[src/rtl/cmp_pkg.sv]
// Shared types for the compare_arbiter slice: comparison op codes, FSM
// states and small op-decoding helpers used by the top level.
package cmp_pkg;

    typedef enum logic [1:0] {
        CMP_LT = 2'd0,
        CMP_GT = 2'd1,
        CMP_LE = 2'd2,
        CMP_GE = 2'd3
    } cmp_op_t;

    typedef enum logic [1:0] {
        S_IDLE    = 2'd0,
        S_COMPARE = 2'd1,
        S_RESPOND = 2'd2
    } state_t;

    // GT and LE are evaluated as b < a, so their operands are swapped.
    function automatic logic op_swaps(input cmp_op_t op);
        return (op == CMP_GT) || (op == CMP_LE);
    endfunction

    // LE and GE are the complement of a strict less-than.
    function automatic logic op_inverts(input cmp_op_t op);
        return (op == CMP_LE) || (op == CMP_GE);
    endfunction

endpackage

[src/rtl/compare_arbiter_if.sv]
// Request/response bundle between comparison clients and compare_arbiter.
//   master : client side  (drives req_valid/req_a/req_b/req_op, rsp_ready)
//   slave  : arbiter side (drives req_ready, rsp_valid/rsp_id/rsp_result)
// Operands are packed per requester: requester i uses [i*N +: N], op [i*2 +: 2].
interface compare_arbiter_if #(
    parameter int unsigned N   = 32,
    parameter int unsigned R   = 4,
    parameter int unsigned IDW = $clog2(R)
);
    logic [R-1:0]   req_valid;
    logic [R-1:0]   req_ready;
    logic [R*N-1:0] req_a;
    logic [R*N-1:0] req_b;
    logic [R*2-1:0] req_op;
    logic           rsp_valid;
    logic           rsp_ready;
    logic [IDW-1:0] rsp_id;
    logic           rsp_result;

    modport master (
        output req_valid, req_a, req_b, req_op, rsp_ready,
        input  req_ready, rsp_valid, rsp_id, rsp_result
    );

    modport slave (
        input  req_valid, req_a, req_b, req_op, rsp_ready,
        output req_ready, rsp_valid, rsp_id, rsp_result
    );
endinterface

[src/rtl/comparator_lt.sv]
// Signed N-bit strict less-than.
//   i_a, i_b : two's complement operands
//   o_lt     : 1 when i_a < i_b (signed)
module comparator_lt #(
    parameter int unsigned N = 32
) (
    input  logic [N-1:0] i_a,
    input  logic [N-1:0] i_b,
    output logic         o_lt
);
    assign o_lt = $signed(i_a) < $signed(i_b);
endmodule

[src/rtl/rr_arbiter.sv]
// Combinational round-robin arbiter; the pointer register lives in the caller.
//   i_req        : request vector
//   i_last_grant : index granted last; search starts one above it, wrapping
//   i_enable     : when low no grant is issued
//   o_grant      : one-hot grant (or zero)
//   o_grant_idx  : index of the granted requester (0 when none)
module rr_arbiter #(
    parameter int unsigned R   = 4,
    parameter int unsigned IDW = $clog2(R)
) (
    input  logic [R-1:0]   i_req,
    input  logic [IDW-1:0] i_last_grant,
    input  logic           i_enable,
    output logic [R-1:0]   o_grant,
    output logic [IDW-1:0] o_grant_idx
);
    logic           w_found;
    logic [IDW-1:0] w_idx;

    // Scan R positions starting just after the last grant; first hit wins.
    always_comb begin
        o_grant     = '0;
        o_grant_idx = '0;
        w_found     = 1'b0;
        w_idx       = '0;
        for (int unsigned k = 1; k <= R; k++) begin
            w_idx = IDW'((32'(i_last_grant) + k) % R);
            if (i_enable && !w_found && i_req[w_idx]) begin
                w_found        = 1'b1;
                o_grant[w_idx] = 1'b1;
                o_grant_idx    = w_idx;
            end
        end
    end
endmodule

[src/rtl/compare_arbiter.sv]
// Shares one signed comparator between R requesters with round-robin
// arbitration; one comparison in flight, result returned tagged with the id.
//   clk : clock
//   rst : synchronous reset, active-low
//   bus : compare_arbiter_if.slave (request valid/ready, packed operands/ops,
//         response valid/ready/id/result)
module compare_arbiter
    import cmp_pkg::*;
#(
    parameter int unsigned N   = 32,
    parameter int unsigned R   = 4,
    parameter int unsigned IDW = $clog2(R)
) (
    input  logic              clk,
    input  logic              rst,
    compare_arbiter_if.slave  bus
);
    state_t         r_state;
    state_t         w_next;
    logic [N-1:0]   r_a;
    logic [N-1:0]   r_b;
    cmp_op_t        r_op;
    logic [IDW-1:0] r_id;
    logic [IDW-1:0] r_last_grant;
    logic           r_rsp_valid;
    logic [IDW-1:0] r_rsp_id;
    logic           r_rsp_result;

    logic [R-1:0]   w_grant;
    logic [IDW-1:0] w_grant_idx;
    logic           w_arb_en;
    logic           w_accept;
    logic           w_load_rsp;
    logic           w_rsp_fire;
    logic [N-1:0]   w_cmp_a;
    logic [N-1:0]   w_cmp_b;
    logic           w_lt;
    logic           w_result;

    logic [N-1:0]   w_a_arr  [R];
    logic [N-1:0]   w_b_arr  [R];
    logic [1:0]     w_op_arr [R];

    // Unpack the flat request buses so the grant index can select directly.
    for (genvar i = 0; i < R; i++) begin : g_unpack
        assign w_a_arr[i]  = bus.req_a[i*N +: N];
        assign w_b_arr[i]  = bus.req_b[i*N +: N];
        assign w_op_arr[i] = bus.req_op[i*2 +: 2];
    end

    rr_arbiter #(.R(R), .IDW(IDW)) u_arb (
        .i_req        (bus.req_valid),
        .i_last_grant (r_last_grant),
        .i_enable     (w_arb_en),
        .o_grant      (w_grant),
        .o_grant_idx  (w_grant_idx)
    );

    comparator_lt #(.N(N)) u_cmp (
        .i_a  (w_cmp_a),
        .i_b  (w_cmp_b),
        .o_lt (w_lt)
    );

    // State register.
    always_ff @(posedge clk) begin
        if (!rst) r_state <= S_IDLE;
        else      r_state <= w_next;
    end

    // Next-state logic.
    always_comb begin
        w_next = r_state;
        case (r_state)
            S_IDLE:    if (w_accept)   w_next = S_COMPARE;
            S_COMPARE:                 w_next = S_RESPOND;
            S_RESPOND: if (w_rsp_fire) w_next = S_IDLE;
            default:                   w_next = S_IDLE;
        endcase
    end

    // FSM outputs: arbitration enable and register load strobes.
    always_comb begin
        w_arb_en   = 1'b0;
        w_load_rsp = 1'b0;
        w_rsp_fire = 1'b0;
        case (r_state)
            S_IDLE:    w_arb_en   = 1'b1;
            S_COMPARE: w_load_rsp = 1'b1;
            S_RESPOND: w_rsp_fire = r_rsp_valid & bus.rsp_ready;
            default:   ;
        endcase
        w_accept = |w_grant;
    end

    // Operand routing: GT/LE compare swapped operands, LE/GE invert the result.
    always_comb begin
        w_cmp_a  = op_swaps(r_op) ? r_b : r_a;
        w_cmp_b  = op_swaps(r_op) ? r_a : r_b;
        w_result = op_inverts(r_op) ? ~w_lt : w_lt;
    end

    // Request capture, rr pointer and registered response.
    always_ff @(posedge clk) begin
        if (!rst) begin
            r_a          <= '0;
            r_b          <= '0;
            r_op         <= CMP_LT;
            r_id         <= '0;
            r_last_grant <= IDW'(R - 1);
            r_rsp_valid  <= 1'b0;
            r_rsp_id     <= '0;
            r_rsp_result <= 1'b0;
        end else begin
            if (w_accept) begin
                r_a          <= w_a_arr[w_grant_idx];
                r_b          <= w_b_arr[w_grant_idx];
                r_op         <= cmp_op_t'(w_op_arr[w_grant_idx]);
                r_id         <= w_grant_idx;
                r_last_grant <= w_grant_idx;
            end
            if (w_load_rsp) begin
                r_rsp_valid  <= 1'b1;
                r_rsp_id     <= r_id;
                r_rsp_result <= w_result;
            end else if (w_rsp_fire) begin
                r_rsp_valid  <= 1'b0;
            end
        end
    end

    assign bus.req_ready  = w_grant;
    assign bus.rsp_valid  = r_rsp_valid;
    assign bus.rsp_id     = r_rsp_id;
    assign bus.rsp_result = r_rsp_result;

endmodule

[src/flat_wrapper.sv]
// flat-port wrapper written by rule: the top's interface ports become plain ports
module compare_arbiter_flat import cmp_pkg::*;
#(
    parameter int unsigned N   = 32,
    parameter int unsigned R   = 4,
    parameter int unsigned IDW = $clog2(R)
)
  (clk, rst, bus_req_valid, bus_req_a, bus_req_b, bus_req_op, bus_rsp_ready, bus_req_ready, bus_rsp_valid, bus_rsp_id, bus_rsp_result);
  compare_arbiter_if #(.N(N), .R(R), .IDW(IDW)) bus_i ();
  input  logic clk;
  input  logic rst;
  input wire logic [$bits(bus_i.req_valid)-1:0] bus_req_valid;
  input wire logic [$bits(bus_i.req_a)-1:0] bus_req_a;
  input wire logic [$bits(bus_i.req_b)-1:0] bus_req_b;
  input wire logic [$bits(bus_i.req_op)-1:0] bus_req_op;
  input wire logic [$bits(bus_i.rsp_ready)-1:0] bus_rsp_ready;
  output wire logic [$bits(bus_i.req_ready)-1:0] bus_req_ready;
  output wire logic [$bits(bus_i.rsp_valid)-1:0] bus_rsp_valid;
  output wire logic [$bits(bus_i.rsp_id)-1:0] bus_rsp_id;
  output wire logic [$bits(bus_i.rsp_result)-1:0] bus_rsp_result;
  assign bus_i.req_valid = bus_req_valid;
  assign bus_i.req_a = bus_req_a;
  assign bus_i.req_b = bus_req_b;
  assign bus_i.req_op = bus_req_op;
  assign bus_i.rsp_ready = bus_rsp_ready;
  assign bus_req_ready = bus_i.req_ready;
  assign bus_rsp_valid = bus_i.rsp_valid;
  assign bus_rsp_id = bus_i.rsp_id;
  assign bus_rsp_result = bus_i.rsp_result;
  compare_arbiter #(.N(N), .R(R), .IDW(IDW)) u_core (.clk(clk), .rst(rst), .bus(bus_i));
endmodule
[config.mk]
export PLATFORM = sky130hd
export DESIGN_NAME = compare_arbiter_flat
export DESIGN_NICKNAME = d
export VERILOG_FILES = /design/src/rtl/cmp_pkg.sv /design/src/rtl/compare_arbiter_if.sv /design/src/rtl/comparator_lt.sv /design/src/rtl/rr_arbiter.sv /design/src/rtl/compare_arbiter.sv /design/src/flat_wrapper.sv
export SDC_FILE = /design/constraint.sdc
export NUM_CORES = 1
export LEC_CHECK = 0
export ABC_AREA = 1
export ABC_CLOCK_PERIOD_IN_PS = 5100
export BUFFER_PORTS_ARGS = -buffer_cell sky130_fd_sc_hd__buf_2
export CORE_MARGIN = 3
export CORE_UTILIZATION = 40
export CTS_CLUSTER_SIZE = 30
export DETAILED_ROUTE_END_ITERATION = 12
export PLACE_DENSITY = 0.68
export SETUP_SLACK_MARGIN = 0.05
export SYNTH_ARGS = -nofsm -noshare
export SYNTH_HDL_FRONTEND = slang
export SYNTH_HIERARCHICAL = 1
export SYNTH_SLANG_ARGS = --single-unit
[constraint.sdc]
create_clock -name clk -period 5.1 [get_ports clk]
set_input_delay 1.02 -clock clk [delete_from_list [all_inputs] [get_ports clk]]
set_output_delay 1.02 -clock clk [all_outputs]
set_load 0.005 [all_outputs]
* Word level (Yosys, flattened, before mapping)
Index checks and enable logic that the tools add are counted.
Storage, ports and cells: bits of input ports 271, flip-flop bits (word level) 76, output and inout port bits 8, word-level logic and storage cells 103
Operators by class: multiplexer cells 47, reduce and logical (&&, ||, !) cells 20, $add $sub $neg 4, equal/unequal tests 7, bitwise operators 6, $lt $le $gt $ge 10
Operators with widths (count):
- $mux W32 | 6
- $bmux W32 S2 | 2
- $lt A32 B32 Y1 | 1
- $mux W1 | 17
- $mux W2 | 8
- $mux W4 | 4
- $lt A2 B3 Y1 const B | 4
- $or A4 B4 Y4 | 3
- $logic_and A1 B1 Y1 | 11
- $bmux W1 S2 | 4
- $demux W1 S2 | 4
- $ge A2 B1 Y1 const B | 4
- $eq A2 B2 Y1 const B | 3
- $pmux W2 S3 | 1
- $add A2 B1 Y2 const B | 2
- $add A2 B2 Y2 const B | 2
- $bmux W2 S2 | 1
- $eq A2 B1 Y1 const B | 2
- $ne A2 B1 Y1 const B | 2
- $reduce_or A4 Y1 | 1
- $ge A3 B3 Y1 const B | 1
- $logic_not A1 Y1 | 3
- $not A2 Y3 | 1
- $logic_not A2 Y1 | 1
- 5 further kinds | 6

* Depth between registers and ports, before layout
Gate-level depths: netlist of run 1.
word-level depth 21, mapped depth 24, depth with buffers taken out 22

* Cells and area by module
The synthesis of run 1 kept the hierarchy.
By module, submodules not included:
- compare_arbiter | area each 5809.3 µm², cells each 1061, instances 1, sequential area each 1521.5 µm²
- comparator_lt | area each 839.6 µm², cells each 135, instances 1, sequential area each 0.0 µm²
- rr_arbiter | area each 496.7 µm², cells each 83, instances 1, sequential area each 0.0 µm²

* Worst setup path after synthesis of run 1
OpenSTA, ideal clock, no wires.
path type register to output, from reg u_core.r_last_grant[0], to out bus_req_ready[2], data arrival time 1.818 ns, cell stages (with the launch flop) 11, setup slack 2.262 ns, path buffers 1, data required time 4.080 ns, cells stage by stage dfxtp_1 > inv_2 > ha_1 > inv_1 > nand3_2 > nand2_4 > nand2_2 > nor2_4 > buf_6 > nand3_1 > nand3_1
Between the ends: cells in the longest elaborated chain, start to end 17, elaborated cells on any way between the ends 52, classes of those cells add/sub (4); order compare (8); mux (23); bitwise (3); reduce/logical (14)
RTL lines:
- start, declared | line compare_arbiter.sv:24 | logic [IDW-1:0] r_last_grant;
- start signal, assigned | line compare_arbiter.sv:110 | r_last_grant <= IDW'(R - 1);
- start signal, assigned | line compare_arbiter.sv:120 | r_last_grant <= w_grant_idx;
- parallel branches: the longest is 16 deep, another holds $lt A2 B3 Y1
- $mux W4 (*) | line rr_arbiter.sv:28 | if (i_enable && !w_found && i_req[w_idx]) begin
- end, declared | line flat_wrapper.sv:17 | output wire logic [$bits(bus_i.req_ready)-1:0] bus_req_ready;
Mark *: on every way between the ends. The select of a mux whose other input is x is not followed.

* Final worst setup path of run 1
from reg u_core.r_last_grant[0], to reg u_core.r_b[2]
Between the ends: cells in the longest elaborated chain, start to end 21, elaborated cells on any way between the ends 61, classes of those cells add/sub (4); order compare (8); mux (30); bitwise (4); reduce/logical (15)
RTL lines:
- $add A2 B1 Y2 | line rr_arbiter.sv:27 | w_idx = IDW'((32'(i_last_grant) + k) % R);
- $bmux W1 S2 | line rr_arbiter.sv:28
- $mux W1 (implied by the code) | line rr_arbiter.sv:28
- $logic_and A1 B1 Y1 | line rr_arbiter.sv:28
- $mux W1 | line rr_arbiter.sv:28
- $logic_not A1 Y1 | line rr_arbiter.sv:28
- $logic_and A1 B1 Y1 (2 in series) | line rr_arbiter.sv:28
- $mux W1 | line rr_arbiter.sv:28
- [... 3 more ...]
- $mux W1 | line rr_arbiter.sv:28
- $logic_not A1 Y1 | line rr_arbiter.sv:28
- $logic_and A1 B1 Y1 (2 in series) | line rr_arbiter.sv:28
- $mux W2 (*) | line rr_arbiter.sv:28
- named net u_core.w_grant_idx[0] | line compare_arbiter.sv:30 | logic [IDW-1:0] w_grant_idx;
- $not A2 Y3 (implied by the code) (*) | line compare_arbiter.sv:117 | r_b <= w_b_arr[w_grant_idx];
- $bmux W32 S2 (*) | line compare_arbiter.sv:117
- $mux W32 (implied by the code) (*) (2 in series) | line compare_arbiter.sv:117
- end signal, assigned | line compare_arbiter.sv:117
- end, declared | line compare_arbiter.sv:21 | logic [N-1:0] r_b;
Mark *: on every way through the listed nets, which the timed path passes. The rest lies on a longest branch. The select of a mux whose other input is x is not followed. A chain may end at the register's enable or synchronous reset.

==> results of run 1 <==
worst max-delay path, delay by kind of cell (launching register included):
family / cells / cell delay (ns)
buffers and inverters: 4 / 1.23
flip-flops: 1 / 0.60
AO/OA/AOI/OAI: 1 / 0.14
adder cells (fa/ha/maj): 1 / 0.40
AND/OR/NAND/NOR: 8 / 1.36
cell type report:
cell class | instances | share of cell area [%]
clock buffer | 15 | 3.17
clock inverter | 1 | 0.0571
sequential | 76 | 17.3
antenna | 3 | 0.0856
inverter | 124 | 5.33
multi-input combinational | 990 | 53.9
tap | 225 | 3.21
timing repair buffer | 289 | 16.9
flip-flops by register name (all words and copies together) (netlist names):
| signal | count |
|---|---|
| u_core/r_op | 2 |
| u_core/r_id | 2 |
| u_core/r_state | 2 |
| u_core/bus.rsp_result | 1 |
| u_core/bus.rsp_valid | 1 |
| u_core/r_last_grant | 2 |
| u_core/r_b | 32 |
| u_core/bus.rsp_id | 2 |
| u_core/r_a | 32 |
through the flow:
| stage | utilization (%) | cells | hold slack (ns) |
|---|---|---|---|
| final | 50.4 | 1723 | 0.488 |
| after global routing | 50.4 | 1723 | 0.523 |
| after detailed placement | 48.7 | 1704 | 0.479 |
| after global placement | 48.7 | 1704 | 0.481 |
| after CTS | 50.3 | 1720 | 0.489 |
| after floorplan | - | 1279 | 0.456 |
worst max path at each step:
stage | end | depth (start not counted) | slack [ns] | startpoint
final | u_core/r_b[2] | 14 | 1.29 | u_core/r_last_grant[0]
after detailed placement | u_core/r_b[2] | 14 | 1.29 | u_core/r_last_grant[0]
after global routing | u_core/r_a[2] | 14 | 0.90 | u_core/r_last_grant[0]
after global placement | u_core/r_b[2] | 14 | 1.42 | u_core/r_last_grant[0]
after CTS | u_core/r_b[2] | 14 | 1.25 | u_core/r_last_grant[0]
after floorplan | bus_req_ready[2] | 10 | 2.26 | u_core/r_last_grant[0]
synth_stat cells (all sizes together):
cell and count:
a21o 1, dfxtp 76, nand4 7, clkinv 4, clkbuf 32, nand2 525, nor3 2, inv 120
nand3b 1, o21a 1, a21oi 86, o21bai 1, buf 57, and2 1, o21ai 72, ha 41
nand3 231, nor2 21
cell usage in the layout, fill, tap and decap left out, types with 4 or more instances in the layout:
cell	count
nand2_1	518
buf_2	278
nand3_1	226
inv_1	113
a21oi_1	85
dfxtp_1	76
o21ai_0	69
ha_1	40
nor2_1	15
buf_4	10
clkbuf_16	9
nand4_1	7
inv_2	6
nand2_2	6
nor2_4	4
clkinv_1	4
cells by family after synthesis:
| family | synth area share, % |
|---|---|
| flops | 21.3 |
| buf+inv | 13.2 |
| simple gates | 46.9 |
| fa+ha+maj | 7.18 |
| compound gates | 11.5 |
metal layers:
metal	wire length (µm)	part of all wire, %	track usage [%]
met5	13	0.059	0
met2	10700	48	38.3
met4	217	0.98	5.15
met3	1210	5.4	3.81
met1	10100	45	28.8
==> results by group, run 1 <==
Global route
  – First-pass GRT wire length: approximately 37 mm
  – Largest net degree at the start of global routing: 129
  – Vias in the first global route: just under 8000
  – GR Util All Layers: between 20% and 30%
  – Grt ovf: 0
  – Initial antenna violation count: 4

Timing
  – RSZ-0062 raised after global routing: no
  – Final worst setup slack: around 1.3 ns
  – Fin. max-slew vios: 0
  – Hold Fails Final Rpt: 0
  – Rel. slew slack: between 30% and 40%
  – Minimum clock period: roughly 3.8 ns
  – Crit share post-route: 74.6%
  – Slew @ Worst Pin: around 1.0 ns
  – Fmax: ~0.26 GHz
  – Setup_tns: 0 ns
  – Layout Skew: roughly 0.0074 ns
  – Number of setup violations in the final report: 0

Setup path
  – Crit path DAT: ~4 ns
  – Worst Path Required: 5.37 ns
  – Worst Setup Path Type: reg -> reg
  – Master of the slowest instance on the critical path: dfxtp_1
  – CP Capture Type: flop
  – Worst path cell trace: inv_2 > ha_1 > inv_1 > nand3_1 > and2_1 > nor2_4 > nand3_1 > nand3_4 > inv_4 > buf_4 > nand2_1 > nand3_1 > nand2_1 > a21oi_1
  – Crit-path max FO: 52
  – Reg-to-reg startpoint: u_core/r_last_grant[0]
  – Reg2Reg Depth: 14
  – Crit-path most repeated cell: nand3_1
  – Worst r2r dst: u_core/r_b[2]
  – Flop-to-flop setup slack: approximately 1.3 ns
  – Worst setup SP type: flop
  – Max incr delay on CP: 0.60 ns

Floorplanning
  – Core area: 0.0174 mm²
  – Die W: 140 µm
  – DIE HEIGHT: 140 µm
  – Initial Util: about two fifths
  – I/O pin cnt: ~280
  – Standard-cell row count: 48
  – Full die area: ~0.020 mm²

Drt
  – Per-cell routed wire length: ~13 µm
  – Iteration-0 DRC count of the detailed router: between 300 and 400
  – Via count: ~8500
  – Vias per cell: 4.93
  – DR pass1 iterations: 7
  – DRC Markers: 0
  – Final WL: 22.2 mm
  – Routed Antenna Nets: 0

Finish
  – Footprint of the multi-input gates: ~0.0047 mm²
  – Filler instances: 1900
  – Layout cells sized above 1: ~22%
  – Area Overhead vs Synth: 22.8%
  – Design Area, Final: 0.00877 mm²
  – Sequential Area: 0.00152 mm²
  – # nets final: around 1800

Clock tree
  – Setup Buffers After CTS: 0
  – Skew-Pair Late Insertion Delay: 0.34 ns
  – CTS max path bufs: 2
  – H-tree lvl count: 3
  – Post-CTS sizing: 0
  – CTS clk-pin slew, worst paths: approximately 0.060 ns
  – CTS buffer count: 9
  – Clk root buf: clkbuf_16
  – Hold buffer count at CTS: 0
  – Clk sinks: 76
  – CTS tree: built

Placement
  – HPWL Detailed: approximately 16 mm
  – PortBufs: between 200 and 300
  – Area after DPL: about 0.0085 mm²
  – Placer Congestion: 0.817
  – Pre-CTS WS: 1.29 ns

Synth
  – Mean Syn Cell Area: ~5.6 µm²
  – Area leader, netlist: nand2_1
  – Post-synth cell types: 31
  – Cells after Synth: 1279
  – Synthesized area: 0.00715 mm²
  – Synthesis Warnings: 6
  – Yosys reg bits: 76
  – Synth top area share: between 20% and 30%
  – Syn nets: between 1500 and 2000
  – Sequential share of the synthesized area: between 20% and 30%
  – Top cells by area, synth: nand2_1 (27%), dfxtp_1 (21%), nand3_1 (16%)

Worst hold path
  – Hold endpoint: u_core/r_id[1]
  – Worst Hold Class: reg -> reg
  – Worst Hold Launch: u_core/r_id[1]
  – Hold depth: 2

Run
  – Max-Cap Viols: 0

Run status
  – Outcome: finished, final reports clean
Power of run 1 is left out: the tool's default activity adds up to more than one toggle a clock period on the data nets, which glitch-free logic cannot reach.
==> run 2, diff against run 1 <==
--- a/config.mk
+++ b/config.mk
@@ -6,7 +6,7 @@
 export NUM_CORES = 1
 export LEC_CHECK = 0
 export ABC_AREA = 1
-export ABC_CLOCK_PERIOD_IN_PS = 5100
+export ABC_CLOCK_PERIOD_IN_PS = 4000
 export BUFFER_PORTS_ARGS = -buffer_cell sky130_fd_sc_hd__buf_2
 export CORE_MARGIN = 3
 export CORE_UTILIZATION = 40
==> constraint.sdc (replaced) <==
create_clock -name clk -period 4 [get_ports clk]
set_input_delay 0.8 -clock clk [delete_from_list [all_inputs] [get_ports clk]]
set_output_delay 0.8 -clock clk [all_outputs]
set_load 0.005 [all_outputs]
==> run 2 against run 1 <==
  * Non-clock buffer count rose by 5
  * Critical path depth fell by 4
  * Critical path type is now reg -> out
  * Hold slack got worse by 0.0044 ns
  * Register-to-register slack got worse by 0.59 ns
  * Clock-buffer cell count fell by 4
  * Flip-flop and latch count did not move
==> results by group, run 2 (same netlist as run 1, synthesis figures left out) <==
Timing
  – Slew @ Worst Pin: 0.769 ns (was 1.04 ns)
  – Layout Skew: 0.00329 ns (was 0.00738 ns)
  – Setup_tns: 0 ns (unchanged)
  – Hold Fails Final Rpt: 0 (unchanged)
  – Minimum clock period: 3.37 ns
  – Fmax: between 0.2 and 0.3 GHz
  – Rel. slew slack: 48.7% (was 30.6%)
  – Fin. max-slew vios: 0 (unchanged)
  – Number of setup violations in the final report: 0 (unchanged)
  – RSZ-0062 raised after global routing: no (unchanged)
  – Crit share post-route: ~84%

Floorplanning
  – Die W: 140 µm (unchanged)
  – Standard-cell row count: 48 (unchanged)
  – I/O pin cnt: 279 (unchanged)
  – Core area: 0.0174 mm² (unchanged)
  – DIE HEIGHT: 140 µm (unchanged)
  – Full die area: 0.0195 mm² (unchanged)
  – Initial Util: 41.0% (unchanged)

Clock tree
  – Post-CTS sizing: 0 (unchanged)
  – CTS buffer count: 9 (unchanged)
  – CTS tree: built (unchanged)
  – H-tree lvl count: 3 (unchanged)
  – Skew-Pair Late Insertion Delay: 0.34 ns (about the same)
  – Hold buffer count at CTS: 0 (unchanged)
  – CTS max path bufs: 2 (unchanged)
  – Clk sinks: 76 (unchanged)
  – CTS clk-pin slew, worst paths: 0.06 ns (about the same)
  – Clk root buf: clkbuf_16 (unchanged)
  – Setup Buffers After CTS: 0 (unchanged)

Finish
  – Leading cell type in the layout, fill and taps excluded: nand2_1 (unchanged)
  – Utilization after layout: 50.8% (was 50.4%)
  – Filler instances: 1878 (was 1900)
  – Sequential Area: 0.00152 mm² (unchanged)
  – Design Area, Final: 0.00885 mm² (was 0.00877 mm²)
  – Layout cells sized above 1: 22.5% (was 22.2%)
  – Footprint of the multi-input gates: 0.00472 mm² (unchanged)
  – Commonest cells after routing, fill and taps aside: nand2_1 (518), buf_2 (278), nand3_1 (226), inv_1 (113), a21oi_1 (85) (unchanged)
  – Biggest registers after layout: u_core/r_a (32), u_core/r_b (32) (unchanged)
  – Ant diodes: 0 (was 3)
  – Non-Filler Instances: 1724 (was 1723)
  – Area Overhead vs Synth: 23.8% (was 22.8%)
  – # nets final: 1807 (was 1802)

Setup path
  – Flop-to-flop setup slack: 0.70 ns (was 1.29 ns)
  – Worst path cell trace: inv_2 > ha_1 > inv_1 > nand3_2 > nand2_4 > nand2_2 > nor2_4 > nand3_1 > nand3_1 > buf_2 (was inv_2 > ha_1 > inv_1 > nand3_1 > and2_1 > nor2_4 > nand3_1 > nand3_4 > inv_4 > buf_4 > nand2_1 > nand3_1 > nand2_1 > a21oi_1)
  – Worst Setup Path Type: reg -> out (was reg -> reg)
  – Worst path buffer plus inverter count: 3 (was 4)
  – Crit path launch: u_core/r_last_grant[0] (unchanged)
  – Master of the slowest instance on the critical path: dfxtp_1 (unchanged)
  – CP Capture Type: output pin (was flop)
  – Crit-path most repeated cell: nand3_1 (unchanged)
  – Max incr delay on CP: 0.57 ns (was 0.60 ns)
  – Worst Path Required: 3.20 ns (was 5.37 ns)
  – Worst setup SP type: flop (unchanged)
  – Reg2Reg Depth: 14 (unchanged)
  – Worst r2r dst: u_core/r_a[13] (was u_core/r_b[2])
  – CP top delay family: simple AND/OR/NAND/NOR gates (unchanged)
  – Reg-to-reg startpoint: u_core/r_last_grant[0] (unchanged)
  – Crit-path max FO: 12 (was 52)
  – Crit path DAT: 2.57 ns (was 4.07 ns)

Global route
  – Largest net degree at the start of global routing: 73 (was 129)
  – Vias in the first global route: 7783 (was 7828)
  – Grt ovf: 0 (unchanged)
  – GR Util All Layers: 21.7% (was 22.1%)
  – Initial antenna violation count: 1 (was 4)
  – First-pass GRT wire length: 35.8 mm (was 36.6 mm)

Worst hold path
  – Worst Hold Class: reg -> reg (unchanged)
  – Worst Hold Launch: u_core/bus.rsp_valid (was u_core/r_id[1])
  – Hold endpoint: u_core/bus.rsp_valid (was u_core/r_id[1])
  – Hold depth: 2 (unchanged)

Placement
  – PortBufs: 278 (unchanged)
  – Placer Congestion: 0.845 (was 0.817)
  – Area after DPL: 0.00856 mm² (was 0.00848 mm²)
  – HPWL Detailed: 15.9 mm (was 15.7 mm)
  – Placed cell count: 1709 (was 1704)

Drt
  – Iteration-0 DRC count of the detailed router: 377 (was 366)
  – DR pass1 iterations: 5 (was 7)
  – Per-cell routed wire length: 12.7 µm (was 12.9 µm)
  – Final WL: 22.0 mm (was 22.2 mm)
  – Vias per cell: 4.89 (was 4.93)
  – Routed Antenna Nets: 0 (unchanged)
  – Via count: 8430 (was 8493)
  – DRC Markers: 0 (unchanged)

Run
  – Max-Cap Viols: 0 (unchanged)

Run status
  – Outcome: finished, final reports clean (unchanged)
## run 2: cell types whose count changed in the layout (fill, tap and decap cells not counted)
cell	delta
clkbuf_8	-2
clkinvlp_4	+2
bufinv_16	+1
buf_12	+3
buf_4	+2
diode_2	-3
clkbuf_1	-2
## run 2: how the worst max path moves through the flow
stage / to / slack [ns] / cells after the start
floorplan: bus_req_ready[2] / 1.38 / 10
global placement: u_core/r_b[13] / 0.76 / 13
detailed placement: u_core/r_b[13] / 0.71 / 13
CTS: bus_req_ready[2] / 0.64 / 10
global route: u_core/r_a[13] / 0.31 / 14
finish: bus_req_ready[2] / 0.63 / 10
## run 2: routing by layer
layer  up-vias  routed length (µm)  global-route usage (%)
li1       4515                   -                       -
met1      3688               10200                    28.4
met2       208               10400                    37.8
met3        17                1090                    3.54
met4         2                 201                    4.33
met5         -                  13                       0
## run 2: worst register-to-register path: cells and delay by family (launching register included)
family                   cells  cell delay, ns
flip-flops                   1            0.57
AO/OA/AOI/OAI                1            0.13
AND/OR/NAND/NOR              9            1.23
adder cells (fa/ha/maj)      1            0.39
buffers and inverters        3            0.91
## run 2: cell type report
cell class                 count  area share (%)
clock buffer                  11            2.74
clock inverter                 4           0.566
inverter                     124            5.29
multi-input combinational    990            53.4
sequential                    76            17.2
tap                          225            3.18
timing repair buffer         294            17.6
## run 2: per-stage QoR
stage                     setup slack [ns]  hold WS [ns]
after floorplan                       1.38         0.456
after global routing                 0.307         0.508
after detailed placement             0.710         0.470
final                                0.632         0.484
after global placement               0.756         0.469
after CTS                            0.635         0.480
Power of run 2 is left out for the same reason.
==> run 3, diff against run 2 <==
--- a/config.mk
+++ b/config.mk
@@ -6,7 +6,7 @@
 export NUM_CORES = 1
 export LEC_CHECK = 0
 export ABC_AREA = 1
-export ABC_CLOCK_PERIOD_IN_PS = 4000
+export ABC_CLOCK_PERIOD_IN_PS = 3250
 export BUFFER_PORTS_ARGS = -buffer_cell sky130_fd_sc_hd__buf_2
 export CORE_MARGIN = 3
 export CORE_UTILIZATION = 40
==> constraint.sdc (replaced) <==
create_clock -name clk -period 3.25 [get_ports clk]
set_input_delay 0.65 -clock clk [delete_from_list [all_inputs] [get_ports clk]]
set_output_delay 0.65 -clock clk [all_outputs]
set_load 0.005 [all_outputs]
==> run 3 against run 2 <==
  * Cell count grew 0.46%
  * First-iteration DRC count grew 16%
  * Hold slack gained 0.013 ns
  * Clock skew grew 0.0039 ns
  * Design area grew 1.2%
  * Via count grew 1.3%
  * Routed wire length shrank 0.29%
  * Flip-flop and latch count is the same
  * Clock-buffer cell count grew 1
  * Largest cell class unchanged
==> results by group, run 3 (same netlist as run 1, synthesis figures left out) <==
Run
  – Max-Cap Viols: 0 (unchanged)

Floorplanning
  – I/O pin cnt: 279 (unchanged)
  – Full die area: 0.0195 mm² (unchanged)
  – DIE HEIGHT: 140 µm (unchanged)
  – Initial Util: 41.0% (unchanged)
  – Standard-cell row count: 48 (unchanged)
  – Die W: 140 µm (unchanged)
  – Core area: 0.0174 mm² (unchanged)

Setup path
  – Crit-path max FO: 10 (was 12)
  – Worst path cell trace: clkinvlp_4 > ha_1 > inv_1 > nand3_2 > nand2_4 > nand2_2 > nor2_4 > nand3_1 > nand3_1 > buf_2 (was inv_2 > ha_1 > inv_1 > nand3_2 > nand2_4 > nand2_2 > nor2_4 > nand3_1 > nand3_1 > buf_2)
  – Reg2Reg Depth: 16 (was 14)
  – Crit path DAT: 2.33 ns (was 2.57 ns)
  – Crit-path most repeated cell: nand3_1 (unchanged)
  – CP Capture Type: output pin (unchanged)
  – Max incr delay on CP: 0.40 ns (was 0.57 ns)
  – Worst Setup Path Type: reg -> out (unchanged)
  – Worst setup SP type: flop (unchanged)
  – Worst Path Required: 2.60 ns (was 3.20 ns)
  – Master of the slowest instance on the critical path: dfxtp_4 (was dfxtp_1)

Clock tree
  – CTS tree: built (unchanged)
  – Clk sinks: 76 (unchanged)
  – CTS buffer count: 9 (unchanged)
  – CTS clk-pin slew, worst paths: 0.06 ns (about the same)
  – H-tree lvl count: 3 (unchanged)
  – Hold buffer count at CTS: 0 (unchanged)
  – Skew-Pair Late Insertion Delay: 0.34 ns (about the same)
  – Clk root buf: clkbuf_16 (unchanged)
  – CTS max path bufs: 2 (unchanged)

Global route
  – Largest net degree at the start of global routing: 75 (was 73)
  – Grt ovf: 0 (unchanged)
  – GR Util All Layers: 21.5% (was 21.7%)
  – First-pass GRT wire length: 35.5 mm (was 35.8 mm)
  – Initial antenna violation count: 1 (unchanged)
  – Vias in the first global route: 7668 (was 7783)

Timing
  – Minimum clock period: 2.98 ns
  – Rel. slew slack: 55.9% (was 48.7%)
  – RSZ-0062 raised after global routing: no (unchanged)
  – Crit share post-route: around 90%
  – Hold_ws: 0.497 ns (was 0.484 ns)
  – Hold Fails Final Rpt: 0 (unchanged)
  – Number of setup violations in the final report: 0 (unchanged)
  – Slew @ Worst Pin: 0.662 ns (was 0.769 ns)
  – Fmax: 0.336 GHz
  – Setup_tns: 0 ns (unchanged)
  – Fin. max-slew vios: 0 (unchanged)
  – Layout Skew: 0.00721 ns (was 0.00329 ns)

Drt
  – Final WL: 21.9 mm (was 22.0 mm)
  – Iteration-0 DRC count of the detailed router: 438 (was 377)
  – Vias per cell: 4.93 (was 4.89)
  – Per-cell routed wire length: 12.6 µm (was 12.7 µm)
  – Routed Antenna Nets: 0 (unchanged)
  – DR pass1 iterations: 7 (was 5)
  – Via count: 8542 (was 8430)
  – DRC Markers: 0 (unchanged)

Run status
  – Outcome: finished, final reports clean (unchanged)

Finish
  – # nets final: 1815 (was 1807)
  – Area Overhead vs Synth: 25.3% (was 23.8%)
  – Layout cells sized above 1: 23.0% (was 22.5%)
  – Filler instances: 1887 (was 1878)
  – Ant diodes: 0 (unchanged)
  – Leading cell type in the layout, fill and taps excluded: nand2_1 (unchanged)
  – Commonest cells after routing, fill and taps aside: nand2_1 (518), buf_2 (278), nand3_1 (226), inv_1 (112), a21oi_1 (85) (was nand2_1 (518), buf_2 (278), nand3_1 (226), inv_1 (113), a21oi_1 (85))
  – Biggest registers after layout: u_core/r_a (32), u_core/r_b (32) (unchanged)

Worst hold path
  – Worst Hold Class: reg -> reg (unchanged)
  – Hold depth: 2 (unchanged)

Placement
  – Placer Congestion: 0.861 (was 0.845)
  – PortBufs: 278 (unchanged)
  – HPWL Detailed: 15.9 mm (about the same)
run 3: changes by cell type in the layout (fill, tap and decap cells not counted):
| cell | delta |
|---|---|
| buf_12 | +6 |
| buf_4 | +2 |
| bufinv_16 | -1 |
| clkbuf_1 | +2 |
| clkbuf_8 | -1 |
| clkinv_2 | +2 |
| clkinvlp_4 | -1 |
| dfxtp_1 | -1 |
| dfxtp_4 | +1 |
| inv_1 | -1 |
| nor2_2 | -1 |
| nor2_4 | +1 |
run 3: final timing paths:
kind / start / endpoint / slack (ns)
setup / recovery: u_core/r_last_grant[1] / bus_req_ready[3] / 0.27
hold / removal: u_core/r_id[1] / u_core/bus.rsp_id[1] / 0.50
setup reg to reg: u_core/r_last_grant[1] / u_core/r_a[14] / 0.34
hold reg to reg: u_core/r_id[1] / u_core/bus.rsp_id[1] / 0.50
run 3: through the flow:
stage | setup slack (ns) | instance area [µm²] | cells | util [%]
floorplan | 0.664 | 7150 | 1279 | -
global placement | 0.427 | 8660 | 1713 | 49.7
detailed placement | 0.324 | 8660 | 1713 | 49.7
CTS | 0.122 | 8910 | 1728 | 51.2
global route | 0.0760 | 8960 | 1732 | 51.4
finish | 0.272 | 8960 | 1732 | 51.4
run 3: layout make-up:
cell class | instances | area [µm²] | area share (%)
tap | 225 | 282 | 3.14
sequential | 76 | 1530 | 17.0
timing repair buffer | 302 | 1700 | 18.9
clock buffer | 12 | 236 | 2.64
multi-input combinational | 990 | 4730 | 52.8
clock inverter | 3 | 15.0 | 0.168
inverter | 124 | 472 | 5.27
run 3: repair_timing:
item	CTS	global route
buffers inserted	0	4
gates resized for setup	0	4
setup endpoints to repair	0	49
run 3: critical path: cells and delay by family (launching register included):
kind,cells,cell delay (ns)
AND/OR/NAND/NOR,6,0.80
buffers and inverters,3,0.43
flip-flops,1,0.40
adder cells (fa/ha/maj),1,0.36
run 3: per-layer routing:
metal	vias up	global-route usage, %	wire length (µm)
li1	4536	-	-
met1	3738	28.3	9820
met2	243	36.6	10500
met3	23	4.33	1230
met4	2	4.79	320
met5	-	0	13
Power of run 3 is left out for the same reason.
